**config.mk**
```make
export PLATFORM = sky130hd
export DESIGN_NAME = oam_dma_engine
export DESIGN_NICKNAME = d
export VERILOG_FILES = /design/src/rtl/oam_dma_engine.sv
export SDC_FILE = /design/constraint.sdc
export NUM_CORES = 1
export LEC_CHECK = 0
export BUFFER_PORTS_ARGS = -buffer_cell sky130_fd_sc_hd__buf_2
export CAP_MARGIN = 5
export CORE_MARGIN = 2
export CORE_UTILIZATION = 52
export CTS_BUF_LIST = sky130_fd_sc_hd__clkbuf_16
export DETAILED_ROUTE_END_ITERATION = 12
export PLACE_DENSITY = 0.85
export RECOVER_POWER = 25
export SYNTH_ARGS = -nofsm -noshare
export SYNTH_HDL_FRONTEND = slang
export SYNTH_SLANG_ARGS = --single-unit
```
**constraint.sdc**
```tcl
create_clock -name clk -period 3.5 [get_ports clk]
set_input_delay 0.175 -clock clk [delete_from_list [all_inputs] [get_ports clk]]
set_output_delay 0.175 -clock clk [all_outputs]
set_load 0.02 [all_outputs]
```
**src/rtl/oam_dma_engine.sv**
```systemverilog
// OAM DMA controller: on a write to the DMA register it copies LEN bytes from
// {page, 8'h00} to DEST_BASE, pacing one byte every CYCLES_PER_BYTE clocks.
module oam_dma_engine #(
    parameter int unsigned LEN             = 160,
    parameter int unsigned CYCLES_PER_BYTE = 4,
    parameter int unsigned START_DELAY     = 1,
    parameter logic [15:0] DEST_BASE       = 16'hFE00,
    parameter bit          MIRROR_HIGH_SRC = 1'b1
) (
    input  logic        clk,
    input  logic        reset,
    input  logic        reg_we,
    input  logic [7:0]  reg_wdata,
    output logic [7:0]  reg_rdata,
    output logic [15:0] dma_addr,
    output logic        dma_read_en,
    input  logic [7:0]  dma_rdata,
    output logic [15:0] oam_addr,
    output logic [7:0]  oam_wdata,
    output logic        oam_write_en,
    output logic        busy,
    output logic        cpu_blocked,
    output logic        done
);

    localparam int unsigned IW           = $clog2(LEN + 1);
    localparam int unsigned SW           = $clog2(CYCLES_PER_BYTE);
    localparam int unsigned DELAY_CYCLES = START_DELAY * CYCLES_PER_BYTE;
    localparam int unsigned DW           = (DELAY_CYCLES > 1) ? $clog2(DELAY_CYCLES) : 1;

    localparam logic [IW-1:0] LAST_IDX  = IW'(LEN - 1);
    localparam logic [SW-1:0] LAST_SLOT = SW'(CYCLES_PER_BYTE - 1);
    localparam logic [SW-1:0] WR_SLOT   = SW'(1);
    localparam logic [DW-1:0] LAST_DLY  = DW'((DELAY_CYCLES > 0) ? DELAY_CYCLES - 1 : 0);

    typedef enum logic [1:0] {
        IDLE  = 2'd0,
        DELAY = 2'd1,
        XFER  = 2'd2
    } state_t;

    localparam state_t START_STATE = (START_DELAY == 0) ? XFER : DELAY;

    state_t        state, state_n;
    logic [7:0]    page, page_n;
    logic [7:0]    rdata_n;
    logic [IW-1:0] idx, idx_n;
    logic [SW-1:0] slot, slot_n;
    logic [DW-1:0] dcnt, dcnt_n;
    logic [7:0]    data_q, data_n;
    logic          done_n;
    logic          read_en, write_en;
    logic [7:0]    src_page;
    logic [7:0]    idx_lo;

    generate
        if (IW >= 8) begin : g_idx_wide
            assign idx_lo = idx[7:0];
        end else begin : g_idx_narrow
            assign idx_lo = {{(8 - IW){1'b0}}, idx};
        end
    endgenerate

    assign src_page = (MIRROR_HIGH_SRC && (page >= 8'hE0)) ? (page - 8'h20) : page;

    always_ff @(posedge clk or posedge reset) begin
        if (reset) begin
            state     <= IDLE;
            page      <= '0;
            reg_rdata <= '0;
            idx       <= '0;
            slot      <= '0;
            dcnt      <= '0;
            data_q    <= '0;
            done      <= 1'b0;
        end else begin
            state     <= state_n;
            page      <= page_n;
            reg_rdata <= rdata_n;
            idx       <= idx_n;
            slot      <= slot_n;
            dcnt      <= dcnt_n;
            data_q    <= data_n;
            done      <= done_n;
        end
    end

    always_comb begin
        state_n  = state;
        page_n   = page;
        rdata_n  = reg_rdata;
        idx_n    = idx;
        slot_n   = slot;
        dcnt_n   = dcnt;
        data_n   = data_q;
        done_n   = 1'b0;
        read_en  = 1'b0;
        write_en = 1'b0;

        case (state)
            DELAY: begin
                if (dcnt == LAST_DLY) begin
                    state_n = XFER;
                    dcnt_n  = '0;
                end else begin
                    dcnt_n = dcnt + 1'b1;
                end
            end
            XFER: begin
                read_en  = (slot == '0);
                write_en = (slot == WR_SLOT);
                if (slot == '0) begin
                    data_n = dma_rdata;
                end
                if (slot == LAST_SLOT) begin
                    slot_n = '0;
                    idx_n  = idx + 1'b1;
                    if (idx == LAST_IDX) begin
                        state_n = IDLE;
                        done_n  = 1'b1;
                    end
                end else begin
                    slot_n = slot + 1'b1;
                end
            end
            default: ;
        endcase

        // A register write restarts from any state and overrides completion,
        // so a byte latched but not yet written is simply never written.
        if (reg_we) begin
            rdata_n = reg_wdata;
            page_n  = reg_wdata;
            idx_n   = '0;
            slot_n  = '0;
            dcnt_n  = '0;
            state_n = START_STATE;
            done_n  = 1'b0;
        end
    end

    assign dma_read_en  = read_en;
    assign oam_write_en = write_en;
    assign dma_addr     = read_en  ? {src_page, idx_lo} : '0;
    assign oam_addr     = write_en ? (DEST_BASE + {8'h00, idx_lo}) : '0;
    assign oam_wdata    = write_en ? data_q : '0;
    assign busy         = (state != IDLE);
    assign cpu_blocked  = (state == XFER);

endmodule
```
== Word level (Yosys, flattened, before mapping) ==
Cells that the tools add are included.
Storage, ports and cells
  bits in registers: 31
  input port bits: 19
  word-level logic and storage cells: 55
Cells by class
  add/sub/neg operators: 5
  magnitude comparators: 1
  equality and inequality tests: 9
  mux-type cells: 24
  reductions and logical operators: 9
Operators by type and width (number)
  $mux W8: 5
  $mux W16: 2
  $mux W2: 10
  $add A10 B9 Y11 const A: 1
  $add A8 B1 Y8 const B: 1
  $eq A8 B8 Y1 const B: 1
  $ge A8 B8 Y1 const B: 1
  $reduce_bool A2 Y1: 4
  $sub A8 B6 Y8 const B: 1
  $eq A2 B2 Y1 const B: 3
  $mux W1: 6
  $ne A3 B2 Y1 const B: 2
  $add A2 B1 Y2 const B: 2
  $eq A2 B1 Y1 const B: 2
  $pmux W2 S2: 1
  $reduce_and A2 Y1: 2
  $reduce_and A4 Y1: 1
  $ne A3 B3 Y1 const B: 1
  $reduce_bool A3 Y1: 1
  $logic_not A2 Y1: 1

== Depth between registers and ports, before layout ==
Gate-level depths: netlist of the first run.
  depth after elaboration: 5
  mapped depth: 5
  gate-level depth less buffers: 4

== Worst setup path before layout of the first run ==
Ideal clock, no wire load.
  kind: register to output
  start point: register state[1]
  end point: output oam_addr[10]
  arrival time: 1.526 ns
  setup slack: 1.799 ns
  cell stages (with the launch flop): 6
  cells stage by stage: dfrtp_1 > nor2b_1 > buf_6 > buf_2 > and2_1 > buf_4
On the way
  longest elaborated chain between the ends: 3
RTL lines
  start: declaration: RTL line 44  | state_t state, state_n;
  start signal: assignment: RTL line 77  | state <= state_n;
  $eq A2 B2 Y1
  via cpu_blocked: RTL line 22  | output logic cpu_blocked,
  $mux W1: RTL line 100  | case (state)
  via oam_write_en: RTL line 20  | output logic oam_write_en,
  $mux W16: RTL line 145  | assign oam_addr = write_en ? (DEST_BASE + {8'h00, idx_lo}) : '0;
  end: declaration: RTL line 18  | output logic [15:0] oam_addr,
The timed path passes the listed nets, and every way through them passes these cells.

== Worst setup path after layout of the first run ==
  start point: register state[1]
  end point: output dma_addr[14]
On the way
  longest elaborated chain between the ends: 3
RTL lines
  $eq A2 B2 Y1: RTL line 100
  $mux W1: RTL line 100
  $mux W16: RTL line 144  | assign dma_addr = read_en ? {src_page, idx_lo} : '0;
  end: declaration: RTL line 15  | output logic [15:0] dma_addr,
Every way passes these cells.

==> results of run 1 <==
kinds of logic after synthesis:
group	Yosys count	synth area share
compound gates	14	0.0462
xor+xnor	3	0.0149
fa+ha+maj	6	0.0426
buf+inv	26	0.0916
flops	31	0.440
mux	18	0.126
other cells	1	0.00213
simple gates	69	0.237
report_power, final:
| part | total, uW | internal [uW] | switching (uW) |
|---|---|---|---|
| sequential | 452 | 415 | 37.1 |
| combinational | 170 | 94.7 | 75.8 |
| clock | 475 | 331 | 144 |
state kept, by name, indices dropped and copies added, names as in the netlist:
name,count
slot,2
state,2
data_q,8
done,1
idx,8
page,8
dcnt,2
routing by layer:
layer | part of all wire | global-route usage | wire length (um)
met5 | 0 | 0 | 0
met4 | 0.011 | 0.0778 | 42
met3 | 0.085 | 0.0725 | 318
met2 | 0.46 | 0.344 | 1740
met1 | 0.44 | 0.267 | 1650
per-stage QoR:
stage          std cells  power, uW   util  setup WS [ps]  hold WS (ps)
2_1_floorplan        168        584      -           1800           279
3_3_place_gp         268        622  0.626           1820           270
3_5_place_dp         268        630  0.626           1760           276
4_1_cts              277       1110  0.679           1480           117
5_1_grt              277       1150  0.677           1080           122
6_report             277       1100  0.677           1490           126
worst register-to-register path, cell delays in order (launching register included):
cell and delay, ps:
dfrtp_1 460, nor2b_2 180, buf_4 280, and2_4 310
mux2_2 360
final timing paths:
check / from / endpoint / slack [ps] / depth (start not counted)
max in group asynchronous: reset / page[3] / 1560 / 4
worst max-delay path: state[1] / dma_addr[14] / 1490 / 5
worst min-delay path: reg_wdata[6] / page[6] / 130 / 3
worst max register to register: state[1] / data_q[1] / 1790 / 4
worst min register to register: data_q[0] / data_q[0] / 500 / 1
min in group asynchronous: reset / page[5] / 1000 / 4
cell usage in the layout (no fill, tap or decap), types with 2 or more instances in the layout:
| cell type | netlist | layout |
|---|---|---|
| buf_2 | 2 | 69 |
| dfrtp_1 | 31 | 31 |
| and3_1 | 30 | 30 |
| nor2_1 | 9 | 9 |
| mux2_2 | 9 | 9 |
| inv_1 | 8 | 8 |
| nand2_1 | 7 | 7 |
| mux2_4 | 6 | 6 |
| a21oi_1 | 6 | 6 |
| ha_1 | 6 | 6 |
| clkbuf_16 | 0 | 5 |
| o21ai_0 | 4 | 4 |
| mux2i_1 | 3 | 3 |
| nand3_1 | 3 | 3 |
| or4_1 | 3 | 3 |
| xnor2_1 | 2 | 2 |
| o31ai_1 | 2 | 2 |
| or3_1 | 2 | 2 |
| and3_2 | 2 | 2 |
| clkbuf_1 | 5 | 2 |
cell type report:
class,count,area (um2)
sequential,31,776
inverter,8,30.0
multi-input combinational,111,827
clock buffer,5,125
tap,46,57.6
timing repair buffer,73,370
fill,265,1060
clock inverter,3,38.8
==> qor.json, run 1 <==
{
  "drt_first_iter_violations": {"value": 56},
  "post-route-cell-area": {"value": 2220, "unit": "um2"},
  "cts_htree_levels": {"value": 2},
  "relSlewSlack": {"value": -0.0775},
  "placementRows": {"value": 21},
  "numCtsBuffers": {"value": 5},
  "clock_tree_from_tritoncts": {"value": "done"},
  "cp_top_family": {"value": "simple AND/OR/NAND/NOR gates"},
  "report.final.setup_viol": {"value": 0},
  "worstPathCellList": {"value": "nor2b_2 -> buf_4 -> and2_4 -> and3_1 -> buf_2"},
  "critical_path.endpoint_type": {"value": "output port"},
  "synth_top_cell_by_area": {"value": "dfrtp_1"},
  "max_freq": {"value": 0.496, "unit": "GHz"},
  "slowest_stage": {"value": "dfrtp_1"},
  "number_of_buffer_cells_added_on_primary_ports": {"value": 70},
  "cp.required": {"value": 3320, "unit": "ps"},
  "synth_nets": {"value": 193},
  "drv_cap": {"value": 1},
  "skew_pair_late_insertion_delay": {"value": 270, "unit": "ps"},
  "drt-pass1-iter-count": {"value": 4},
  "antenna_violating_nets_left": {"value": 0},
  "gp_congestion": {"value": 0.830},
  "finalMaxSlewViolations": {"value": 32},
  "number_of_nets_in_the_layout": {"value": 255},
  "share_of_post_route_cells_with_drive_strength_above_1": {"value": 0.429},
  "cts_repair_resize_count": {"value": 0},
  "placeableCoreArea": {"value": 3280, "unit": "um2"},
  "synth_area_per_cell": {"value": 10.5, "unit": "um2"},
  "number_of_global_route_vias_before_repair": {"value": 1389},
  "timing.final.crit_share": {"value": 0.575},
  "post_drt_wl_per_cell": {"value": 13.5, "unit": "um"},
  "synth_top_flop_cell": {"value": "dfrtp_1"},
  "unrepaired_setup_endpoints_after_global_routing": {"value": "no"},
  "boundaryPins": {"value": 72},
  "ys_seq_area_frac": {"value": 0.440},
  "timing.setup.tns": {"value": 0, "unit": "ps"},
  "final_hold_viol_count": {"value": 0},
  "critical_path_arrival": {"value": 1840, "unit": "ps"},
  "setup.worst_path.start_class": {"value": "flip-flop"},
  "number_of_vias_per_cell": {"value": 5.24},
  "grt_first_pass_wirelength": {"value": 6510, "unit": "um"},
  "hold_buffers": {"value": 1},
  "drt_wl_total": {"value": 3750, "unit": "um"},
  "n_antenna_cell": {"value": 0},
  "fp.dieH": {"value": 62.2, "unit": "um"},
  "mappedNetlistArea": {"value": 1760, "unit": "um2"},
  "die_width": {"value": 62.2, "unit": "um"},
  "finClkSkew": {"value": 4.54, "unit": "ps"},
  "synth.yosys.warnings": {"value": 0},
  "synth_async_sr_flop_share": {"value": 1.00},
  "drc": {"value": 0},
  "syn_inst": {"value": 168},
  "worst_setup_hold_path_clk_slew": {"value": 50, "unit": "ps"},
  "area.growth.synth_to_final": {"value": 26.3, "unit": "%"},
  "worst_margin_slew": {"value": 1620, "unit": "ps"},
  "die-area": {"value": 3870, "unit": "um2"},
  "path_class": {"value": "reg -> out"},
  "static-leakage-power": {"value": 0.00130, "unit": "uW"},
  "synth-edff-count": {"value": 0},
  "cts.sinks": {"value": 31},
  "crit_path_largest_cell_delay": {"value": 460, "unit": "ps"},
  "yosys.area.top_type_share": {"value": 0.440},
  "place_area": {"value": 2060, "unit": "um2"},
  "dpl.hpwl": {"value": 2690, "unit": "um"},
  "critical_path.n_buffers_inverters": {"value": 2},
  "dr_total_vias": {"value": 1452},
  "synth_area_leaders": {"value": "dfrtp_1 44%, and3_1 11%, mux2_2 5.8%"},
  "hold_path_class": {"value": "in -> reg"},
  "outcome": {"value": "finished with violations"},
  "pwr_density_cell": {"value": 493, "unit": "nW/um2"},
  "clock-root-buffer": {"value": "clkbuf_16"},
  "start_util": {"value": 0.536},
  "postSynthRegisterBits": {"value": 31},
  "number_of_antenna_violations_at_the_first_check_in_global_routing": {"value": 0},
  "cp_max_fo": {"value": 35},
  "max-vdd-ir-drop": {"value": 0.439, "unit": "mV"},
  "violations": {"value": "max-capacitance violations, max-slew violations"},
  "post-synth-top-count-cell": {"value": "dfrtp_1"},
  "grt_start_max_net_pins": {"value": 36},
  "ctsLongestPathBuffers": {"value": 2},
  "yosys_cell_types": {"value": 38},
  "postCtsSetupBuffers": {"value": 0},
  "synth_top_cells_by_count": {"value": "31 x dfrtp_1, 30 x and3_1, 9 x mux2_2, 9 x nor2_1"},
  "overflow": {"value": 0},
  "globalRouteTotalUtil": {"value": 0.213},
  "finalWorstPathRequiredPeriod": {"value": 2010, "unit": "ps"}
}
(Power assumes the default switching activity.)
==> run 2: changes to the inputs <==
--- a/config.mk
+++ b/config.mk
@@ -8,10 +8,10 @@
 export BUFFER_PORTS_ARGS = -buffer_cell sky130_fd_sc_hd__buf_2
 export CAP_MARGIN = 5
 export CORE_MARGIN = 2
-export CORE_UTILIZATION = 52
+export CORE_UTILIZATION = 48
 export CTS_BUF_LIST = sky130_fd_sc_hd__clkbuf_16
 export DETAILED_ROUTE_END_ITERATION = 12
-export PLACE_DENSITY = 0.85
+export PLACE_DENSITY = 0.8
 export RECOVER_POWER = 25
 export SYNTH_ARGS = -nofsm -noshare
 export SYNTH_HDL_FRONTEND = slang
==> constraint.sdc (replaced) <==
create_clock -name clk -period 2 [get_ports clk]
set_input_delay 0.1 -clock clk [delete_from_list [all_inputs] [get_ports clk]]
set_output_delay 0.1 -clock clk [all_outputs]
set_load 0.02 [all_outputs]
==> qor.json, run 2 (synthesis results as in run 1) <==
{
  "timing.final.ws_setup": {"value": 226, "unit": "ps", "change": "was 1490 ps"},
  "drc": {"value": 0, "change": "unchanged"},
  "skew_pair_late_insertion_delay": {"value": 280, "unit": "ps", "change": "was 270 ps"},
  "share_of_post_route_cells_with_drive_strength_above_1": {"value": 0.449, "change": "was 0.429"},
  "cp_max_fo": {"value": 11, "change": "was 35"},
  "boundaryPins": {"value": 72, "change": "unchanged"},
  "worst_margin_slew": {"value": 770, "unit": "ps", "change": "was 1620 ps"},
  "worstPathCellList": {"value": "nor2b_4 -> buf_4 -> and2_1 -> buf_2", "change": "was nor2b_2 -> buf_4 -> and2_4 -> and3_1 -> buf_2"},
  "area.growth.synth_to_final": {"value": 28.4, "unit": "%", "change": "was 26.3%"},
  "relSlewSlack": {"value": 0.487, "change": "was -0.0775"},
  "finClkSkew": {"value": 6.83, "unit": "ps", "change": "was 4.54 ps"},
  "leading_cell_type_in_the_layout_fill_and_taps_excluded": {"value": "buf_2", "change": "unchanged"},
  "worst_setup_hold_path_clk_slew": {"value": 50, "unit": "ps", "change": "about the same"},
  "hold_path_class": {"value": "in -> reg", "change": "unchanged"},
  "globalRouteTotalUtil": {"value": 0.190, "change": "was 0.213"},
  "number_of_vias_per_cell": {"value": 5.03, "change": "was 5.24"},
  "ctsLongestPathBuffers": {"value": 2, "change": "unchanged"},
  "most-common-layout-cells": {"value": "70 x buf_2, 31 x dfrtp_1, 30 x and3_1", "change": "was 69 x buf_2, 31 x dfrtp_1, 30 x and3_1"},
  "drv_cap": {"value": 0, "change": "was 1"},
  "max-vdd-ir-drop": {"value": 0.337, "unit": "mV", "change": "was 0.439 mV"},
  "setup.worst_path.start_class": {"value": "flip-flop", "change": "unchanged"},
  "max_freq": {"value": 0.564, "unit": "GHz"},
  "number_of_nets_in_the_layout": {"value": 258, "change": "was 255"},
  "unrepaired_setup_endpoints_after_global_routing": {"value": "no", "change": "unchanged"},
  "finalWorstPathRequiredPeriod": {"value": 1770, "unit": "ps"},
  "number_of_buffer_cells_added_on_primary_ports": {"value": 70, "change": "unchanged"},
  "placeableCoreArea": {"value": 3610, "unit": "um2", "change": "was 3280 um2"},
  "critical_path.endpoint_type": {"value": "output port", "change": "unchanged"},
  "drt_wl_total": {"value": 3610, "unit": "um", "change": "was 3750 um"},
  "postCtsSetupBuffers": {"value": 0, "change": "unchanged"},
  "dpl.hpwl": {"value": 2560, "unit": "um", "change": "was 2690 um"},
  "overflow": {"value": 0, "change": "unchanged"},
  "pwr_density_cell": {"value": 860, "unit": "nW/um2", "change": "was 493 nW/um2"},
  "biggestRegsByFlops": {"value": "data_q (8), idx (8), page (8)", "change": "unchanged"},
  "timing.final.crit_share": {"value": 0.887},
  "clock-root-buffer": {"value": "clkbuf_16", "change": "unchanged"},
  "post_drt_wl_per_cell": {"value": 12.8, "unit": "um", "change": "was 13.5 um"},
  "static-leakage-power": {"value": 0.00132, "unit": "uW", "change": "was 0.00130 uW"},
  "cts_htree_levels": {"value": 2, "change": "unchanged"},
  "cts.sinks": {"value": 31, "change": "unchanged"},
  "path_class": {"value": "reg -> out", "change": "unchanged"},
  "critical_path_arrival": {"value": 1670, "unit": "ps", "change": "was 1840 ps"},
  "dr_total_vias": {"value": 1419, "change": "was 1452"},
  "number_of_antenna_violations_at_the_first_check_in_global_routing": {"value": 0, "change": "unchanged"},
  "n_antenna_cell": {"value": 0, "change": "unchanged"},
  "pre_cts_ws": {"value": 366, "unit": "ps", "change": "was 1760 ps"},
  "fp.dieH": {"value": 64.6, "unit": "um", "change": "was 62.2 um"},
  "timing.setup.tns": {"value": 0, "unit": "ps", "change": "unchanged"},
  "start_util": {"value": 0.489, "change": "was 0.536"},
  "numCtsBuffers": {"value": 5, "change": "unchanged"},
  "antenna_violating_nets_left": {"value": 0, "change": "unchanged"},
  "die_width": {"value": 64.6, "unit": "um", "change": "was 62.2 um"},
  "drt-pass1-iter-count": {"value": 4, "change": "unchanged"},
  "number_of_global_route_vias_before_repair": {"value": 1293, "change": "was 1389"},
  "cp.required": {"value": 1900, "unit": "ps", "change": "was 3320 ps"},
  "drt_first_iter_violations": {"value": 58, "change": "was 56"},
  "final_hold_viol_count": {"value": 0, "change": "unchanged"},
  "gp_congestion": {"value": 0.786, "change": "was 0.830"},
  "crit_path_largest_cell_delay": {"value": 470, "unit": "ps", "change": "was 460 ps"},
  "die-area": {"value": 4170, "unit": "um2", "change": "was 3870 um2"},
  "finalMaxSlewViolations": {"value": 0, "change": "was 32"},
  "grt_first_pass_wirelength": {"value": 6000, "unit": "um", "change": "was 6510 um"},
  "report.final.setup_viol": {"value": 0, "change": "unchanged"},
  "outcome": {"value": "finished, final reports clean", "change": "was finished with violations"},
  "placementRows": {"value": 22, "change": "was 21"},
  "grt_start_max_net_pins": {"value": 32, "change": "was 36"},
  "clock_tree_from_tritoncts": {"value": "done", "change": "unchanged"},
  "slowest_stage": {"value": "dfrtp_1", "change": "unchanged"}
}
-- run 2: worst paths after layout --
check / from / end / slack, ps / cells past startpoint
max in group asynchronous: reset / slot[1] / 930 / 4
max reg2reg: slot[0] / idx[7] / 350 / 4
max: state[1] / oam_write_en / 230 / 4
min: reg_wdata[5] / page[5] / 40 / 3
min reg2reg: data_q[6] / data_q[6] / 500 / 1
min in group asynchronous: reset / page[7] / 580 / 4
-- run 2: critical path: cells and delay by family (launching register included) --
family / cells / cell delay (ps)
simple gates: 2 / 510
flops: 1 / 470
buf+inv: 2 / 410
-- run 2: report_power, final --
part           switching [uW]  leakage [uW]  internal [uW]  total [uW]
combinational             130      0.000832            169         299
clock                     268     0.0000838            586         853
sequential               67.6      0.000407            726         794
total                     465       0.00132           1480        1950
-- run 2: timing repair --
item	4_1_cts	5_1_grt
endpoints found under the setup margin	0	11
endpoints found under the hold margin	31	0
hold buffers	1	0
gates resized for setup	0	1
-- run 2: through the flow --
| step | utilization | area (um2) | instances | total power [uW] | hold WS, ps |
|---|---|---|---|---|---|
| 2_1_floorplan | - | 1760 | 168 | 1020 | 204 |
| 3_3_place_gp | 0.577 | 2080 | 273 | 1090 | 196 |
| 3_5_place_dp | 0.577 | 2080 | 273 | 1100 | 198 |
| 4_1_cts | 0.627 | 2260 | 282 | 1970 | 29.6 |
| 5_1_grt | 0.627 | 2260 | 282 | 2040 | 48.8 |
| 6_report | 0.627 | 2260 | 282 | 1950 | 35.2 |
-- run 2: final cells by class --
class                      count  area (um2)
multi-input combinational    111         832
timing repair buffer          76         395
sequential                    31         776
fill                         303        1340
inverter                       8        30.0
tap                           48        60.1
clock inverter                 3        43.8
clock buffer                   5         125
-- run 2: per-layer routing --
layer	track usage	up-vias	part of all wire	routed length, um
li1	-	704	-	-
met1	0.238	661	0.45	1640
met2	0.306	46	0.47	1690
met3	0.0573	8	0.057	206
met4	0.0798	0	0.020	71
met5	0	-	0	0
